<file path="config.mk">
export PLATFORM = sky130hd
export DESIGN_NAME = mem_lsu_flat
export DESIGN_NICKNAME = d
export VERILOG_FILES = /design/src/rtl/mem_lsu_if.sv /design/src/rtl/mem_lsu.sv /design/src/flat_wrapper.sv
export SDC_FILE = /design/constraint.sdc
export NUM_CORES = 1
export LEC_CHECK = 0
export BUFFER_PORTS_ARGS = -buffer_cell sky130_fd_sc_hd__buf_2
export CAP_MARGIN = 0
export CORE_MARGIN = 1.5
export CORE_UTILIZATION = 44
export DETAILED_ROUTE_END_ITERATION = 6
export PLACE_DENSITY = 0.82
export SKIP_LAST_GASP = 1
export SYNTH_ARGS = -nofsm -noshare
export SYNTH_HDL_FRONTEND = slang
export SYNTH_SLANG_ARGS = --single-unit
</file>
<file path="constraint.sdc">
create_clock -name clk -period 3.75 [get_ports clk]
set_input_delay 0.375 -clock clk [delete_from_list [all_inputs] [get_ports clk]]
set_output_delay 0.375 -clock clk [all_outputs]
set_load 0.03 [all_outputs]
</file>
<file path="src/rtl/mem_lsu_if.sv">
// Request/response and data-bus signal bundle for the mem_lsu load/store unit.
// slave = the LSU itself; master = its environment (execute stage plus bus).
interface mem_lsu_if #(
  parameter int XLEN   = 32,
  parameter int ADDR_W = 32
);
  logic              req_valid;
  logic              req_ready;
  logic              req_write;
  logic              req_unsigned;
  logic [1:0]        req_op;
  logic [ADDR_W-1:0] req_addr;
  logic [XLEN-1:0]   req_wdata;
  logic              resp_valid;
  logic              resp_ready;
  logic [XLEN-1:0]   resp_rdata;
  logic              resp_op_fault;
  logic              resp_addr_fault;
  logic              resp_acc_fault;
  logic              bus_valid;
  logic              bus_ready;
  logic              bus_write;
  logic [ADDR_W-1:0] bus_addr;
  logic [XLEN-1:0]   bus_wdata;
  logic [XLEN/8-1:0] bus_wstrb;
  logic              bus_rvalid;
  logic [XLEN-1:0]   bus_rdata;
  logic              bus_err;

  modport slave (
    input  req_valid, req_write, req_unsigned, req_op, req_addr, req_wdata,
           resp_ready, bus_ready, bus_rvalid, bus_rdata, bus_err,
    output req_ready, resp_valid, resp_rdata, resp_op_fault, resp_addr_fault,
           resp_acc_fault, bus_valid, bus_write, bus_addr, bus_wdata, bus_wstrb
  );

  modport master (
    output req_valid, req_write, req_unsigned, req_op, req_addr, req_wdata,
           resp_ready, bus_ready, bus_rvalid, bus_rdata, bus_err,
    input  req_ready, resp_valid, resp_rdata, resp_op_fault, resp_addr_fault,
           resp_acc_fault, bus_valid, bus_write, bus_addr, bus_wdata, bus_wstrb
  );
endinterface

</file>
<file path="src/rtl/mem_lsu.sv">
// Load/store unit: op/alignment check, byte-lane steering, bus handshake with timeout.
// Optional address-window check enabled by defining LSU_ACCESS_WINDOW_EN.
module mem_lsu #(
  parameter int XLEN    = 32,
  parameter int ADDR_W  = 32,
  parameter int TIMEOUT = 255
`ifdef LSU_ACCESS_WINDOW_EN
  ,
  parameter logic [ADDR_W-1:0] WIN_BASE = '0,
  parameter logic [ADDR_W:0]   WIN_SIZE = {1'b0, {ADDR_W{1'b1}}}
`endif
) (
  input logic       clk,
  input logic       reset,
  mem_lsu_if.slave  lsu
);
  localparam int NB    = XLEN / 8;
  localparam int OFF_W = $clog2(NB);
  localparam int CNT_W = (TIMEOUT > 0) ? $clog2(TIMEOUT + 1) : 1;
  localparam logic [CNT_W-1:0] CNT_LAST = CNT_W'((TIMEOUT > 0) ? TIMEOUT - 1 : 0);

  typedef enum logic [1:0] {IDLE, REQ, WAIT, RESP} state_t;

  state_t           state;
  logic [CNT_W-1:0] cnt;
  logic [1:0]       op_q;
  logic [OFF_W-1:0] off_q;
  logic             uns_q;
  logic             write_q;
  logic             accept;
  logic             op_bad;
  logic             misaligned;
  logic             win_bad;
  logic             fault_now;

  function automatic logic [NB-1:0] lane_mask(input logic [1:0] op, input logic [OFF_W-1:0] off);
    logic [7:0] m;
    case (op)
      2'b00:   m = 8'h01;
      2'b01:   m = 8'h03;
      2'b10:   m = 8'h0F;
      default: m = 8'hFF;
    endcase
    return NB'(m) << off;
  endfunction

  function automatic logic [XLEN-1:0] replicate(input logic [1:0] op, input logic [XLEN-1:0] d);
    case (op)
      2'b00:   return {NB{d[7:0]}};
      2'b01:   return {(NB/2){d[15:0]}};
      2'b10:   return {(NB/4){d[31:0]}};
      default: return d;
    endcase
  endfunction

  // Move the addressed lanes down to bit 0, then extend to the full width.
  function automatic logic [XLEN-1:0] extract(input logic [XLEN-1:0] d, input logic [OFF_W-1:0] off,
                                             input logic [1:0] op, input logic uns);
    logic [XLEN-1:0]    sh;
    logic signed [7:0]  b;
    logic signed [15:0] h;
    logic signed [31:0] w;
    sh = d >> {off, 3'b000};
    b  = sh[7:0];
    h  = sh[15:0];
    w  = sh[31:0];
    case (op)
      2'b00:   return uns ? XLEN'(sh[7:0])  : XLEN'(b);
      2'b01:   return uns ? XLEN'(sh[15:0]) : XLEN'(h);
      2'b10:   return uns ? XLEN'(sh[31:0]) : XLEN'(w);
      default: return sh;
    endcase
  endfunction

  assign accept = lsu.req_valid && lsu.req_ready;

  always_comb begin
    op_bad     = (XLEN == 32) && (lsu.req_op == 2'b11);
    misaligned = 1'b0;
    case (lsu.req_op)
      2'b01:   misaligned = lsu.req_addr[0];
      2'b10:   misaligned = |lsu.req_addr[1:0];
      2'b11:   misaligned = (|lsu.req_addr[2:0]) && !op_bad;
      default: misaligned = 1'b0;
    endcase
  end

`ifdef LSU_ACCESS_WINDOW_EN
  // Extra headroom bits keep base+size and addr+bytes from wrapping.
  logic [ADDR_W+1:0] win_lo;
  logic [ADDR_W+1:0] win_end;
  logic [ADDR_W+1:0] acc_end;
  always_comb begin
    win_lo  = {2'b00, WIN_BASE};
    win_end = {2'b00, WIN_BASE} + {1'b0, WIN_SIZE};
    acc_end = {2'b00, lsu.req_addr} + (ADDR_W+2)'(4'd1 << lsu.req_op);
    win_bad = ({2'b00, lsu.req_addr} < win_lo) || (acc_end > win_end);
  end
`else
  assign win_bad = 1'b0;
`endif

  assign fault_now = op_bad || misaligned || win_bad;

  always_ff @(posedge clk) begin
    if (reset) begin
      state               <= IDLE;
      lsu.req_ready       <= 1'b1;
      lsu.bus_valid       <= 1'b0;
      lsu.resp_valid      <= 1'b0;
      lsu.resp_op_fault   <= 1'b0;
      lsu.resp_addr_fault <= 1'b0;
      lsu.resp_acc_fault  <= 1'b0;
      cnt                 <= '0;
    end else begin
      case (state)
        IDLE: if (accept) begin
          lsu.req_ready <= 1'b0;
          if (fault_now) begin
            state               <= RESP;
            lsu.resp_valid      <= 1'b1;
            lsu.resp_op_fault   <= op_bad;
            lsu.resp_addr_fault <= misaligned;
            lsu.resp_acc_fault  <= 1'b1;
          end else begin
            state               <= REQ;
            lsu.bus_valid       <= 1'b1;
            lsu.resp_op_fault   <= 1'b0;
            lsu.resp_addr_fault <= 1'b0;
            lsu.resp_acc_fault  <= 1'b0;
          end
        end
        REQ: if (lsu.bus_ready) begin
          state         <= WAIT;
          lsu.bus_valid <= 1'b0;
          cnt           <= '0;
        end
        WAIT: begin
          // A response arriving in the timeout cycle still counts as normal.
          if (lsu.bus_rvalid) begin
            state              <= RESP;
            lsu.resp_valid     <= 1'b1;
            lsu.resp_acc_fault <= lsu.bus_err;
          end else if ((TIMEOUT != 0) && (cnt == CNT_LAST)) begin
            state              <= RESP;
            lsu.resp_valid     <= 1'b1;
            lsu.resp_acc_fault <= 1'b1;
          end else begin
            cnt <= cnt + 1'b1;
          end
        end
        RESP: if (lsu.resp_ready) begin
          state          <= IDLE;
          lsu.resp_valid <= 1'b0;
          lsu.req_ready  <= 1'b1;
        end
        default: state <= IDLE;
      endcase
    end
  end

  // Request and response data registers carry no reset; control gates their use.
  always_ff @(posedge clk) begin
    if (accept) begin
      op_q           <= lsu.req_op;
      off_q          <= lsu.req_addr[OFF_W-1:0];
      uns_q          <= lsu.req_unsigned;
      write_q        <= lsu.req_write;
      lsu.bus_write  <= lsu.req_write;
      lsu.bus_addr   <= lsu.req_addr & ~ADDR_W'(NB - 1);
      lsu.bus_wdata  <= replicate(lsu.req_op, lsu.req_wdata);
      lsu.bus_wstrb  <= lsu.req_write ? lane_mask(lsu.req_op, lsu.req_addr[OFF_W-1:0]) : '0;
      lsu.resp_rdata <= '0;
    end
    if ((state == WAIT) && lsu.bus_rvalid) begin
      lsu.resp_rdata <= (write_q || lsu.bus_err) ? '0 : extract(lsu.bus_rdata, off_q, op_q, uns_q);
    end
  end
endmodule
</file>
<file path="src/flat_wrapper.sv">
// flat-port wrapper written by rule: the top's interface ports become plain ports
module mem_lsu_flat 
#(
  parameter int XLEN    = 32,
  parameter int ADDR_W  = 32,
  parameter int TIMEOUT = 255

)
  (clk, reset, lsu_req_valid, lsu_req_write, lsu_req_unsigned, lsu_req_op, lsu_req_addr, lsu_req_wdata, lsu_resp_ready, lsu_bus_ready, lsu_bus_rvalid, lsu_bus_rdata, lsu_bus_err, lsu_req_ready, lsu_resp_valid, lsu_resp_rdata, lsu_resp_op_fault, lsu_resp_addr_fault, lsu_resp_acc_fault, lsu_bus_valid, lsu_bus_write, lsu_bus_addr, lsu_bus_wdata, lsu_bus_wstrb);
  mem_lsu_if #(.XLEN(XLEN), .ADDR_W(ADDR_W)) lsu_i ();
  input logic clk;
  input logic reset;
  input wire logic [$bits(lsu_i.req_valid)-1:0] lsu_req_valid;
  input wire logic [$bits(lsu_i.req_write)-1:0] lsu_req_write;
  input wire logic [$bits(lsu_i.req_unsigned)-1:0] lsu_req_unsigned;
  input wire logic [$bits(lsu_i.req_op)-1:0] lsu_req_op;
  input wire logic [$bits(lsu_i.req_addr)-1:0] lsu_req_addr;
  input wire logic [$bits(lsu_i.req_wdata)-1:0] lsu_req_wdata;
  input wire logic [$bits(lsu_i.resp_ready)-1:0] lsu_resp_ready;
  input wire logic [$bits(lsu_i.bus_ready)-1:0] lsu_bus_ready;
  input wire logic [$bits(lsu_i.bus_rvalid)-1:0] lsu_bus_rvalid;
  input wire logic [$bits(lsu_i.bus_rdata)-1:0] lsu_bus_rdata;
  input wire logic [$bits(lsu_i.bus_err)-1:0] lsu_bus_err;
  output wire logic [$bits(lsu_i.req_ready)-1:0] lsu_req_ready;
  output wire logic [$bits(lsu_i.resp_valid)-1:0] lsu_resp_valid;
  output wire logic [$bits(lsu_i.resp_rdata)-1:0] lsu_resp_rdata;
  output wire logic [$bits(lsu_i.resp_op_fault)-1:0] lsu_resp_op_fault;
  output wire logic [$bits(lsu_i.resp_addr_fault)-1:0] lsu_resp_addr_fault;
  output wire logic [$bits(lsu_i.resp_acc_fault)-1:0] lsu_resp_acc_fault;
  output wire logic [$bits(lsu_i.bus_valid)-1:0] lsu_bus_valid;
  output wire logic [$bits(lsu_i.bus_write)-1:0] lsu_bus_write;
  output wire logic [$bits(lsu_i.bus_addr)-1:0] lsu_bus_addr;
  output wire logic [$bits(lsu_i.bus_wdata)-1:0] lsu_bus_wdata;
  output wire logic [$bits(lsu_i.bus_wstrb)-1:0] lsu_bus_wstrb;
  assign lsu_i.req_valid = lsu_req_valid;
  assign lsu_i.req_write = lsu_req_write;
  assign lsu_i.req_unsigned = lsu_req_unsigned;
  assign lsu_i.req_op = lsu_req_op;
  assign lsu_i.req_addr = lsu_req_addr;
  assign lsu_i.req_wdata = lsu_req_wdata;
  assign lsu_i.resp_ready = lsu_resp_ready;
  assign lsu_i.bus_ready = lsu_bus_ready;
  assign lsu_i.bus_rvalid = lsu_bus_rvalid;
  assign lsu_i.bus_rdata = lsu_bus_rdata;
  assign lsu_i.bus_err = lsu_bus_err;
  assign lsu_req_ready = lsu_i.req_ready;
  assign lsu_resp_valid = lsu_i.resp_valid;
  assign lsu_resp_rdata = lsu_i.resp_rdata;
  assign lsu_resp_op_fault = lsu_i.resp_op_fault;
  assign lsu_resp_addr_fault = lsu_i.resp_addr_fault;
  assign lsu_resp_acc_fault = lsu_i.resp_acc_fault;
  assign lsu_bus_valid = lsu_i.bus_valid;
  assign lsu_bus_write = lsu_i.bus_write;
  assign lsu_bus_addr = lsu_i.bus_addr;
  assign lsu_bus_wdata = lsu_i.bus_wdata;
  assign lsu_bus_wstrb = lsu_i.bus_wstrb;
  mem_lsu #(.XLEN(XLEN), .ADDR_W(ADDR_W), .TIMEOUT(TIMEOUT)) u_core (.clk(clk), .reset(reset), .lsu(lsu_i));
endmodule
</file>
==> metrics.cfg, run 1 <==
[cts]
cts_made_buffers = 17
insertion_delay_ns = 0.41
cts_resized = 0
htree_levels = 4
clockRootBuffer = clkbuf_16
hold_buffers = 0
cts_tree = built
post_cts_buffers = 0
clk_path_buf_depth = 2
cts.sinks = 120
clk_pin_slew_worst_paths_ns = 0.05

[floorplan]
initial_core_util_pct = 45.1
die_w_um = 114
rows = 40
fp.dieH_um = 114
dieArea_um2 = 12900
num_io_pins = 214
core-area_um2 = 12000

[routing]
routed_wl_mm = 13.7
first_pass_iters = 5
viasPerCell = 5.38
wl_met3_mm = 1.03
wl_met2_mm = 6.99
wl_met1_mm = 5.35
avgRoutedWirePerCell_um = 17.8
drcViolationCount = 0
top_layer_used = met4
first_iter_violations = 334
num_vias = 4135
antenna_left = 0

[grt]
grt_max_degree = 41
grt_usage_pct = 21.2
grt_pass1_wl_mm = 20.8
grt_pass1_vias = 4086
overflow = 0
antenna_found_initial = 0

[timing]
setup_viol = 0
hold_violations = 0
rsz0062_at_grt = no
timing.fmax_mhz = 401
setup_tns_ns = 0
worstMarginPinSlew_ns = 1.10
finalCritPeriodShare_pct = 66.5
fin_worst_skew_ns = 0.00509
slew_headroom_pct = 27.0
period_needed_ns = 2.49
maxSlewViolCount = 0
finalWorstSetupSlack_ns = 1.26

[pwr]
p_per_area_nw_per_um2 = 630
comb_power_share_pct = 25.7
leakagePower_nw = 3.02
vdd_drop_max_v = 0.000290
switchingPower_w = 0.00145
switching_share_pct = 32.5
internal_power_w = 0.00300
p_clk_share_pct = 33.6
p_seq_share_pct = 40.8

[synth]
ys_seq_elements = 120
synth_top_area_share_pct = 57.9
synth.cell_area_um2 = 5390
synth_common_cells = edfxtp_1, o21ai_0, mux2i_1
postSynthCellCount = 401
ys_seq_area_share_pct = 63.9
synth_ff_type = edfxtp_1
ys.warnings.count = 0
synth.area.top_cells = edfxtp_1, dfxtp_1, mux2i_1
syn_avg_cell_area_um2 = 13.4
synth_edf_count = 104
yosysUniqueCellTypes = 53
yosysMostFrequentCell = edfxtp_1
async_flop_share_pct = 0
yosysTopAreaCell = edfxtp_1

[place]
post-place-ws_ns = 1.29
port_buffers = 211
gp_congestion = 0.913
hpwl_mm = 10.0

[finish]
area_growth_pct = 31.0
nNetsFinal = 726
antenna_cells = 0
drive_above_1_share_pct = 43.2

[flow_run]
maxCapViolCount = 0

[setup_path]
worst_setup_path_end_kind = flip-flop
start_kind = flip-flop
crit_type = reg -> reg
critPathArrivalTime_ns = 2.77
required_ns = 4.03
worst-path-max-fanout = 19

[min_path]
hold_path_class = in -> reg

[run_status]
status = completed

path summary, 6_finish.rpt:
check                                 from                        end  slack [ns]  depth (start not counted)
hold / removal             lsu_req_addr[7]     u_core.lsu.bus_addr[7]        0.13                          1
setup reg to reg           u_core.state[0]  u_core.lsu.resp_rdata[25]        1.26                          6
setup / recovery           u_core.state[0]  u_core.lsu.resp_rdata[25]        1.26                          6
hold reg to reg   u_core.lsu.resp_op_fault   u_core.lsu.resp_op_fault        0.46                          2
layout by cell type (no fill, tap or decap), types with 3 or more instances in the layout:
cell       count
clkinv_1       3
nand2b_1       5
nor3_1         6
clkinv_2       5
a31oi_1        3
o31ai_1        4
buf_2        211
or4_1          3
o21a_1         6
nand3_1        3
dfxtp_1       16
o21ai_0       30
a21oi_1       18
edfxtp_1     104
nand2_1       23
nor2b_1       11
or3_1          3
nand4_1        4
clkbuf_16     17
a211oi_1      14
and2_1         9
nor2_1        17
a21o_1         8
mux2i_1       27
ha_1           7
inv_1         10
mux2_2        18
buf_4          3
sequential cells by signal, indices dropped and copies added, names as in the netlist:
name,flops
u_core.lsu.resp_addr_fault,1
u_core.lsu.bus_addr,30
u_core.uns_q,1
u_core.op_q,2
u_core.lsu.bus_valid,1
u_core.lsu.bus_wdata,32
u_core.off_q,2
u_core.lsu.resp_op_fault,1
u_core.lsu.resp_acc_fault,1
u_core.lsu.resp_rdata,32
u_core.lsu.bus_wstrb,4
u_core.state,2
u_core.lsu.req_ready,1
u_core.cnt,8
u_core.lsu.resp_valid,1
u_core.lsu.bus_write,1
critical path, cell delays in order (launching register included):
cell and delay, ns:
dfxtp_1 0.32, inv_1 0.12, ha_1 0.37, nand4bb_2 0.50, or3b_1 0.70, nor2_8 0.19
a21o_1 0.14
layer usage:
| metal | up-vias | global-route usage [%] |
|---|---|---|
| met5 | - | 0 |
| met4 | 0 | 9.75 |
| met3 | 31 | 6.32 |
| met2 | 207 | 36.4 |
| met1 | 1954 | 24.3 |
| li1 | 1943 | - |
power groups by stage:
stage	clock, W	sequential [W]	combinational (W)
2_1_floorplan	0	0.00219	0.000439
3_3_place_gp	0	0.00182	0.00111
3_5_place_dp	0	0.00184	0.00114
4_1_cts	0.00151	0.00182	0.00115
5_1_grt	0.00157	0.00184	0.00123
6_report	0.00149	0.00181	0.00114
layout make-up:
cell class,count,area (um2)
timing repair buffer,214,1080
inverter,10,37.5
fill,959,4900
clock buffer,17,425
sequential,120,3440
clock inverter,12,113
tap,147,184
multi-input combinational,249,1780
per-stage QoR:
step / util [%] / instances / area [um2] / hold slack [ns] / total power (W)
after floorplan: - / 402 / 5400 / 0.465 / 0.00263
after global placement: 54.6 / 740 / 6530 / 0.451 / 0.00293
after detailed placement: 54.6 / 740 / 6530 / 0.455 / 0.00298
after CTS: 59.1 / 769 / 7060 / 0.113 / 0.00447
after global routing: 59.1 / 769 / 7060 / 0.121 / 0.00463
final: 59.1 / 769 / 7060 / 0.132 / 0.00445
cells by family (layout without fill, tap and decap cells):
| group | Yosys count | after routing | synth area share (%) |
|---|---|---|---|
| flops | 120 | 120 | 63.9 |
| buf+inv | 33 | 253 | 3.18 |
| mux | 45 | 45 | 8.77 |
| other cells | 1 | 2 | 0.0696 |
| fa+ha+maj | 7 | 7 | 1.62 |
| xor+xnor | 1 | 1 | 0.162 |
| compound gates | 96 | 96 | 11.6 |
| simple gates | 98 | 98 | 10.7 |
Note: power is estimated with default switching activity, not from simulation.
==> run 2: changes to the inputs <==
ABC_AREA = 1   (was default)
clock period = 2.2 ns   (was 3.75 ns; I/O delays follow)
==> run 2 against run 1 <==
  * Setup slack got worse by 0.88 ns
  * Non-clock buffer count rose by 37
  * Total power rose by 83%
  * Via count rose by 16%
  * Clock power rose by 93%
  * Die area rose by 2.1%
  * Sequential share of layout area fell by 3.7 points
  * Maximum frequency rose by 36%
  * Global-route usage rose by 1.1 points
  * Core utilization rose by 4.1 points
  * Worst hold slack got worse by 0.11 ns
  * Critical path type unchanged
  * Critical endpoint is now u_core.lsu.resp_rdata[1]
  * Largest cell class unchanged
  * Highest routed layer unchanged
==> metrics.cfg, run 2 <==
[run_status]
status = completed

[synth]
ys_seq_elements = 120  ; unchanged
ys_seq_area_share_pct = 62.5  ; -1.4 points
synth.area.top_cells = edfxtp_1, nand2_1, dfxtp_1
syn_avg_cell_area_um2 = 9.98  ; -26%
yosysMostFrequentCell = nand2_1
synth_edf_count = 104  ; unchanged
yosysUniqueCellTypes = 37  ; -30%
async_flop_share_pct = 0  ; unchanged
synth_ff_type = edfxtp_1
synth_top_area_share_pct = 56.7  ; -1.2 points
yosysTopAreaCell = edfxtp_1
synth.cell_area_um2 = 5510  ; +2.2%
synth_common_cells = nand2_1, edfxtp_1, inv_1, nand3_1, nor2_1
postSynthCellCount = 552  ; +38%
ys.warnings.count = 0  ; unchanged

[grt]
grt_pass1_vias = 4596  ; +12%
overflow = 0  ; unchanged
antenna_found_initial = 0  ; unchanged
grt_usage_pct = 22.2  ; +1.1 points
grt_max_degree = 73  ; +78%
grt_pass1_wl_mm = 22.4  ; +7.8%

[min_path]
hold_path_class = in -> reg

[cts]
cts_resized = 0  ; unchanged
insertion_delay_ns = 0.41  ; about the same
clk_path_buf_depth = 2  ; unchanged
cts_made_buffers = 17  ; unchanged
clockRootBuffer = clkbuf_16
htree_levels = 4  ; unchanged
clk_pin_slew_worst_paths_ns = 0.06  ; about the same
cts_tree = built
cts.sinks = 120  ; unchanged

[floorplan]
num_io_pins = 214  ; unchanged
fp.dieH_um = 115  ; +1.1%
rows = 40  ; unchanged
dieArea_um2 = 13200  ; +2.1%
core-area_um2 = 12100  ; +1.3%
initial_core_util_pct = 45.5  ; +0.42 points
die_w_um = 115  ; +1.1%

[setup_path]
crit_path_end = u_core.lsu.resp_rdata[1]
reg2reg_slack_ns = 0.37  ; -0.88 ns
cp.depth = 7  ; +1
cp_cell_sequence = inv_1 -> ha_1 -> nand2_1 -> nor3_2 -> buf_4 -> o21ai_0 -> a31oi_1
cp_slowest_cell = ha_1
crit_type = reg -> reg
start_kind = flip-flop
r2r_start = u_core.state[0]
worst-path-max-fanout = 24  ; +5
r2r_end = u_core.lsu.resp_rdata[1]
rr_worst_depth = 7  ; +1
required_ns = 2.44  ; -1.59 ns
worstPathBufferInverterCount = 2  ; +1
critPathArrivalTime_ns = 2.07  ; -0.70 ns
cp_top_family = buffers and inverters
worst_setup_path_end_kind = flip-flop
crit_start = u_core.state[0]
slowest_delay_ns = 0.33  ; -0.37 ns

[finish]
n_fill_cell = 1032  ; +7.6%
antenna_cells = 0  ; unchanged
final_common_cell = buf_2
nNetsFinal = 913  ; +26%
reg.largest.list = u_core.lsu.bus_wdata: 32 flops, u_core.lsu.resp_rdata: 32 flops, u_core.lsu.bus_addr: 30 flops
final_cell_mix = buf_2, nand2_1, edfxtp_1, nand3_1, inv_1
drive_above_1_share_pct = 34.9  ; -8.4 points
area_growth_pct = 38.8
postLayoutCoreUtil_pct = 63.1  ; +4.1 points

[place]
hpwl_mm = 10.0  ; +0.22%
port_buffers = 211  ; unchanged
gp_congestion = 0.870  ; -4.8%
post-place-ws_ns = 0.421  ; -0.874 ns

[routing]
first_pass_iters = 5  ; unchanged
routed_wl_mm = 14.2  ; +3.3%
drcViolationCount = 0  ; unchanged
num_vias = 4807  ; +16%
first_iter_violations = 485  ; +45%
viasPerCell = 4.91  ; -8.8%
avgRoutedWirePerCell_um = 14.4  ; -19%
antenna_left = 0  ; unchanged

[timing]
finalWorstSetupSlack_ns = 0.373  ; -0.884 ns
worstMarginPinSlew_ns = 0.884  ; -0.212 ns
timing.fmax_mhz = 547  ; +36%
slew_headroom_pct = 41.1  ; +14 points
setup_tns_ns = 0  ; unchanged
maxSlewViolCount = 0  ; unchanged
finalCritPeriodShare_pct = 83.0  ; +17 points
setup_viol = 0  ; unchanged
rsz0062_at_grt = no
fin_worst_skew_ns = 0.00993  ; +0.00484 ns
period_needed_ns = 1.83  ; -0.666 ns
hold_violations = 0  ; unchanged

[pwr]
p_per_area_nw_per_um2 = 1070  ; +69%
vdd_drop_max_v = 0.000628  ; +120%
leakagePower_nw = 3.67  ; +22%
power.total_w = 0.00816  ; +83%

[flow_run]
maxCapViolCount = 0  ; unchanged

run 2: worst register-to-register path, cell delays in order (launching register included):
cell	delay (ns)
dfxtp_1	0.32
inv_1	0.12
ha_1	0.33
nand2_1	0.12
nor3_2	0.14
buf_4	0.28
o21ai_0	0.14
a31oi_1	0.20
run 2: area by class of cell:
cell class	count	area, um2	area share, %
Sequential cell	120	3440	45.0
Clock inverter	12	176	2.31
Clock buffer	20	437	5.71
Multi-Input combinational cell	358	1730	22.7
Timing Repair Buffer	251	1450	18.9
Inverter	51	198	2.59
Tap cell	168	210	2.75
run 2: per-stage QoR:
stage	hold slack (ns)	area, um2	cells
after CTS	0.00656	7650	980
after floorplan	0.289	5520	553
after global placement	0.397	6710	916
after detailed placement	0.398	6710	916
final	0.0230	7650	980
after global routing	0.00649	7650	980
run 2: where the power goes:
| part | switching (W) | leakage (nW) | total (W) | internal [W] |
|---|---|---|---|---|
| Sequential | 0.000144 | 1.15 | 0.00310 | 0.00296 |
| Combinational | 0.00157 | 2.23 | 0.00220 | 0.000632 |
| Clock | 0.000975 | 0.294 | 0.00287 | 0.00189 |
| Total | 0.00268 | 3.67 | 0.00816 | 0.00548 |
run 2: worst min-delay path by stage:
stage / from / endpoint / slack (ns) / cells past startpoint
final: lsu_req_wdata[5] / u_core.lsu.bus_wdata[5] / 0.02 / 1
after CTS: lsu_req_wdata[3] / u_core.lsu.bus_wdata[3] / 0.007 / 1
after global routing: lsu_req_wdata[7] / u_core.lsu.bus_wdata[7] / 0.006 / 1
after floorplan: reset / u_core.cnt[2] / 0.29 / 1
after global placement: lsu_req_addr[14] / u_core.lsu.bus_addr[14] / 0.40 / 1
after detailed placement: lsu_req_addr[4] / u_core.lsu.bus_addr[4] / 0.40 / 1
run 2: layer usage:
| metal | wire length (um) | track usage (%) | vias to the layer above |
|---|---|---|---|
| li1 | - | - | 2340 |
| met1 | 5590 | 25.9 | 2213 |
| met2 | 7080 | 38.3 | 216 |
| met3 | 1080 | 5.54 | 38 |
| met4 | 406 | 11.4 | 0 |
| met5 | 0 | 0 | - |
run 2: cell families (layout without fill, tap and decap cells):
family	after synthesis	in the layout	synth area share, %
xor gates and xnor gates	2	2	0.318
adders and majority gates	7	7	1.59
AOI/OAI and AO/OA	62	62	6.47
DFF	120	120	62.5
buffers and inverters	75	334	6.22
and+or+nand+nor	285	285	22.8
other	1	2	0.0681
run 2: repair_timing:
action                                 4_1_cts  5_1_grt
hold buffers                                32        0
buffers inserted                             0        0
endpoints found under the hold margin       32        0
==> run 3: changes to the inputs <==
CORE_UTILIZATION = 49   (was 44)
PLACE_DENSITY = 0.86   (was 0.82)
clock period = 1.7 ns   (was 2.2 ns; I/O delays follow)
==> run 3 against run 2 <==
  * Sequential power up 30%
  * Setup slack worse by 0.32 ns
  * Non-clock buffer count up 53
  * Largest cell class unchanged
  * Largest power group unchanged
==> metrics.cfg, run 3 (synthesis results as in run 2) <==
[routing]
first_iter_violations = 470  ; -3.1%
num_vias = 5314  ; +11%
routed_wl_mm = 17.6  ; +25%
drcViolationCount = 0  ; unchanged
first_pass_iters = 5  ; unchanged
antenna_left = 0  ; unchanged
avgRoutedWirePerCell_um = 17.6  ; +22%
viasPerCell = 5.29  ; +7.9%

[setup_path]
crit_start = lsu_req_op[0]
worst-path-max-fanout = 10  ; -58%
worst_setup_path_end_kind = flip-flop
r2r_start = u_core.off_q[0]
start_kind = primary input
rr_worst_depth = 9  ; +2
crit_path_end = u_core.lsu.bus_wdata[29]
reg2reg_slack_ns = 0.05  ; -0.32 ns
crit_type = in -> reg
required_ns = 1.98  ; -0.46 ns
critPathArrivalTime_ns = 1.93  ; -0.14 ns
r2r_end = u_core.lsu.resp_rdata[20]

[timing]
timing.fmax_mhz = 606
hold_violations = 0  ; unchanged
fin_worst_skew_ns = 0.0109  ; +0.000933 ns
finalCritPeriodShare_pct = 97.0
rsz0062_at_grt = yes
maxSlewViolCount = 0  ; unchanged
period_needed_ns = 1.65
setup_tns_ns = 0  ; unchanged
setup_viol = 0  ; unchanged

[cts]
clockRootBuffer = clkbuf_8
cts.sinks = 120  ; unchanged
cts_tree = built
clk_pin_slew_worst_paths_ns = 0.06  ; about the same
htree_levels = 4  ; unchanged
cts_made_buffers = 17  ; unchanged
clk_path_buf_depth = 2  ; unchanged
insertion_delay_ns = 0.54  ; +0.13 ns

[grt]
grt_pass1_vias = 5451  ; +19%
grt_pass1_wl_mm = 26.9  ; +20%
grt_usage_pct = 30.7  ; +8.4 points
antenna_found_initial = 0  ; unchanged
grt_max_degree = 43  ; -41%
overflow = 0  ; unchanged

[place]
place_inst = 900  ; -1.7%
gp_congestion = 0.916  ; +5.3%
port_buffers = 211  ; unchanged
hpwl_mm = 10.7  ; +6.7%
placed_area_um2 = 6840  ; +1.8%

[finish]
postLayoutCoreUtil_pct = 75.4  ; +12 points
stdcell_area_um2 = 8210  ; +7.4%
final_common_cell = buf_2
n_fill_cell = 687  ; -33%
multi_input_area_um2 = 1800  ; +3.7%
drive_above_1_share_pct = 34.8  ; about the same
final_cell_count_no_fill = 1004  ; +2.4%
final_cell_mix = buf_2, nand2_1, edfxtp_1, dlygate4sd3_1, nand3_1
antenna_cells = 0  ; unchanged
area_growth_pct = 49.0
seqCellArea_um2 = 3450  ; about the same
reg.largest.list = u_core.lsu.bus_wdata: 32 flops, u_core.lsu.resp_rdata: 32 flops, u_core.lsu.bus_addr: 30 flops
nNetsFinal = 967  ; +5.9%

[pwr]
leakagePower_nw = 3.96  ; +7.9%
p_per_area_nw_per_um2 = 1340  ; +25%
vdd_drop_max_v = 0.00122  ; +95%

[floorplan]
num_io_pins = 214  ; unchanged
fp.dieH_um = 109  ; -5.1%
initial_core_util_pct = 50.6  ; +5.1 points
die_w_um = 109  ; -5.1%
rows = 38  ; -5.0%
dieArea_um2 = 11900  ; -9.9%
core-area_um2 = 10900  ; -10%

[flow_run]
maxCapViolCount = 0  ; unchanged

[run_status]
status = completed

[min_path]
hold_path_class = in -> reg

-- run 3: cell types whose count changed in the layout (fill, tap and decap cells not counted), sizes merged --
cell	change
clkbuf	-1
clkinv	-1
clkinvlp	-1
buf	+15
nand3b	+1
bufinv	+1
dlygate4sd3	+38
-- run 3: power breakdown --
| part | internal, W | leakage, nW | switching (W) | total [W] |
|---|---|---|---|---|
| clock network | 0.00249 | 0.292 | 0.00126 | 0.00375 |
| registers | 0.00382 | 1.16 | 0.000209 | 0.00403 |
| logic | 0.00101 | 2.52 | 0.00218 | 0.00319 |
| total | 0.00732 | 3.96 | 0.00365 | 0.0110 |
-- run 3: area by class of cell --
cell class	count	area share, %
clock inverter	11	2.19
multi-input combinational	359	21.9
clock buffer	19	5.13
tap	140	2.13
timing repair buffer	304	24.3
sequential	120	42.0
inverter	51	2.41
-- run 3: timing repair --
action	CTS	global route
hold buffers	70	0
gates resized for setup	0	10
setup buffers	0	3
hold endpoints to repair	75	0
endpoints found under the setup margin	0	29
-- run 3: per-stage QoR --
stage          setup slack (ns)  hold WS (ns)  total power (W)
4_1_cts                  0.0423       0.00306           0.0108
6_report                 0.0506        0.0316           0.0110
3_3_place_gp              0.171         0.347          0.00691
3_5_place_dp             0.0834         0.348          0.00698
5_1_grt                 -0.0495        0.0345           0.0114
2_1_floorplan            -0.379         0.239          0.00605
-- run 3: worst min-delay path by stage --
| stage | start | to | slack [ns] | cells past startpoint |
|---|---|---|---|---|
| after floorplan | reset | u_core.cnt[2] | 0.24 | 1 |
| after global placement | lsu_req_addr[24] | u_core.lsu.bus_addr[24] | 0.35 | 1 |
| after detailed placement | lsu_req_addr[11] | u_core.lsu.bus_addr[11] | 0.35 | 1 |
| after CTS | lsu_req_wdata[12] | u_core.lsu.bus_wdata[28] | 0.003 | 3 |
| after global routing | lsu_bus_rdata[2] | u_core.lsu.resp_rdata[2] | 0.03 | 3 |
| final | lsu_bus_rdata[2] | u_core.lsu.resp_rdata[2] | 0.03 | 3 |
-- run 3: metal layers --
layer  part of all wire [%]  track usage [%]  vias to the layer above
li1                       -                -                     2453
met1                     34             30.7                     2419
met2                     52             55.4                      349
met3                    8.5             8.61                       93
met4                    5.7             19.8                        0
met5                      0                0                        -
-- run 3: critical path: stages --
cell           delay [ns]
dlygate4sd3_1        0.53
buf_4                0.18
nor2_1               0.09
buf_4                0.17
nand2_1              0.10
o211ai_1             0.12
dlygate4sd3_1        0.58
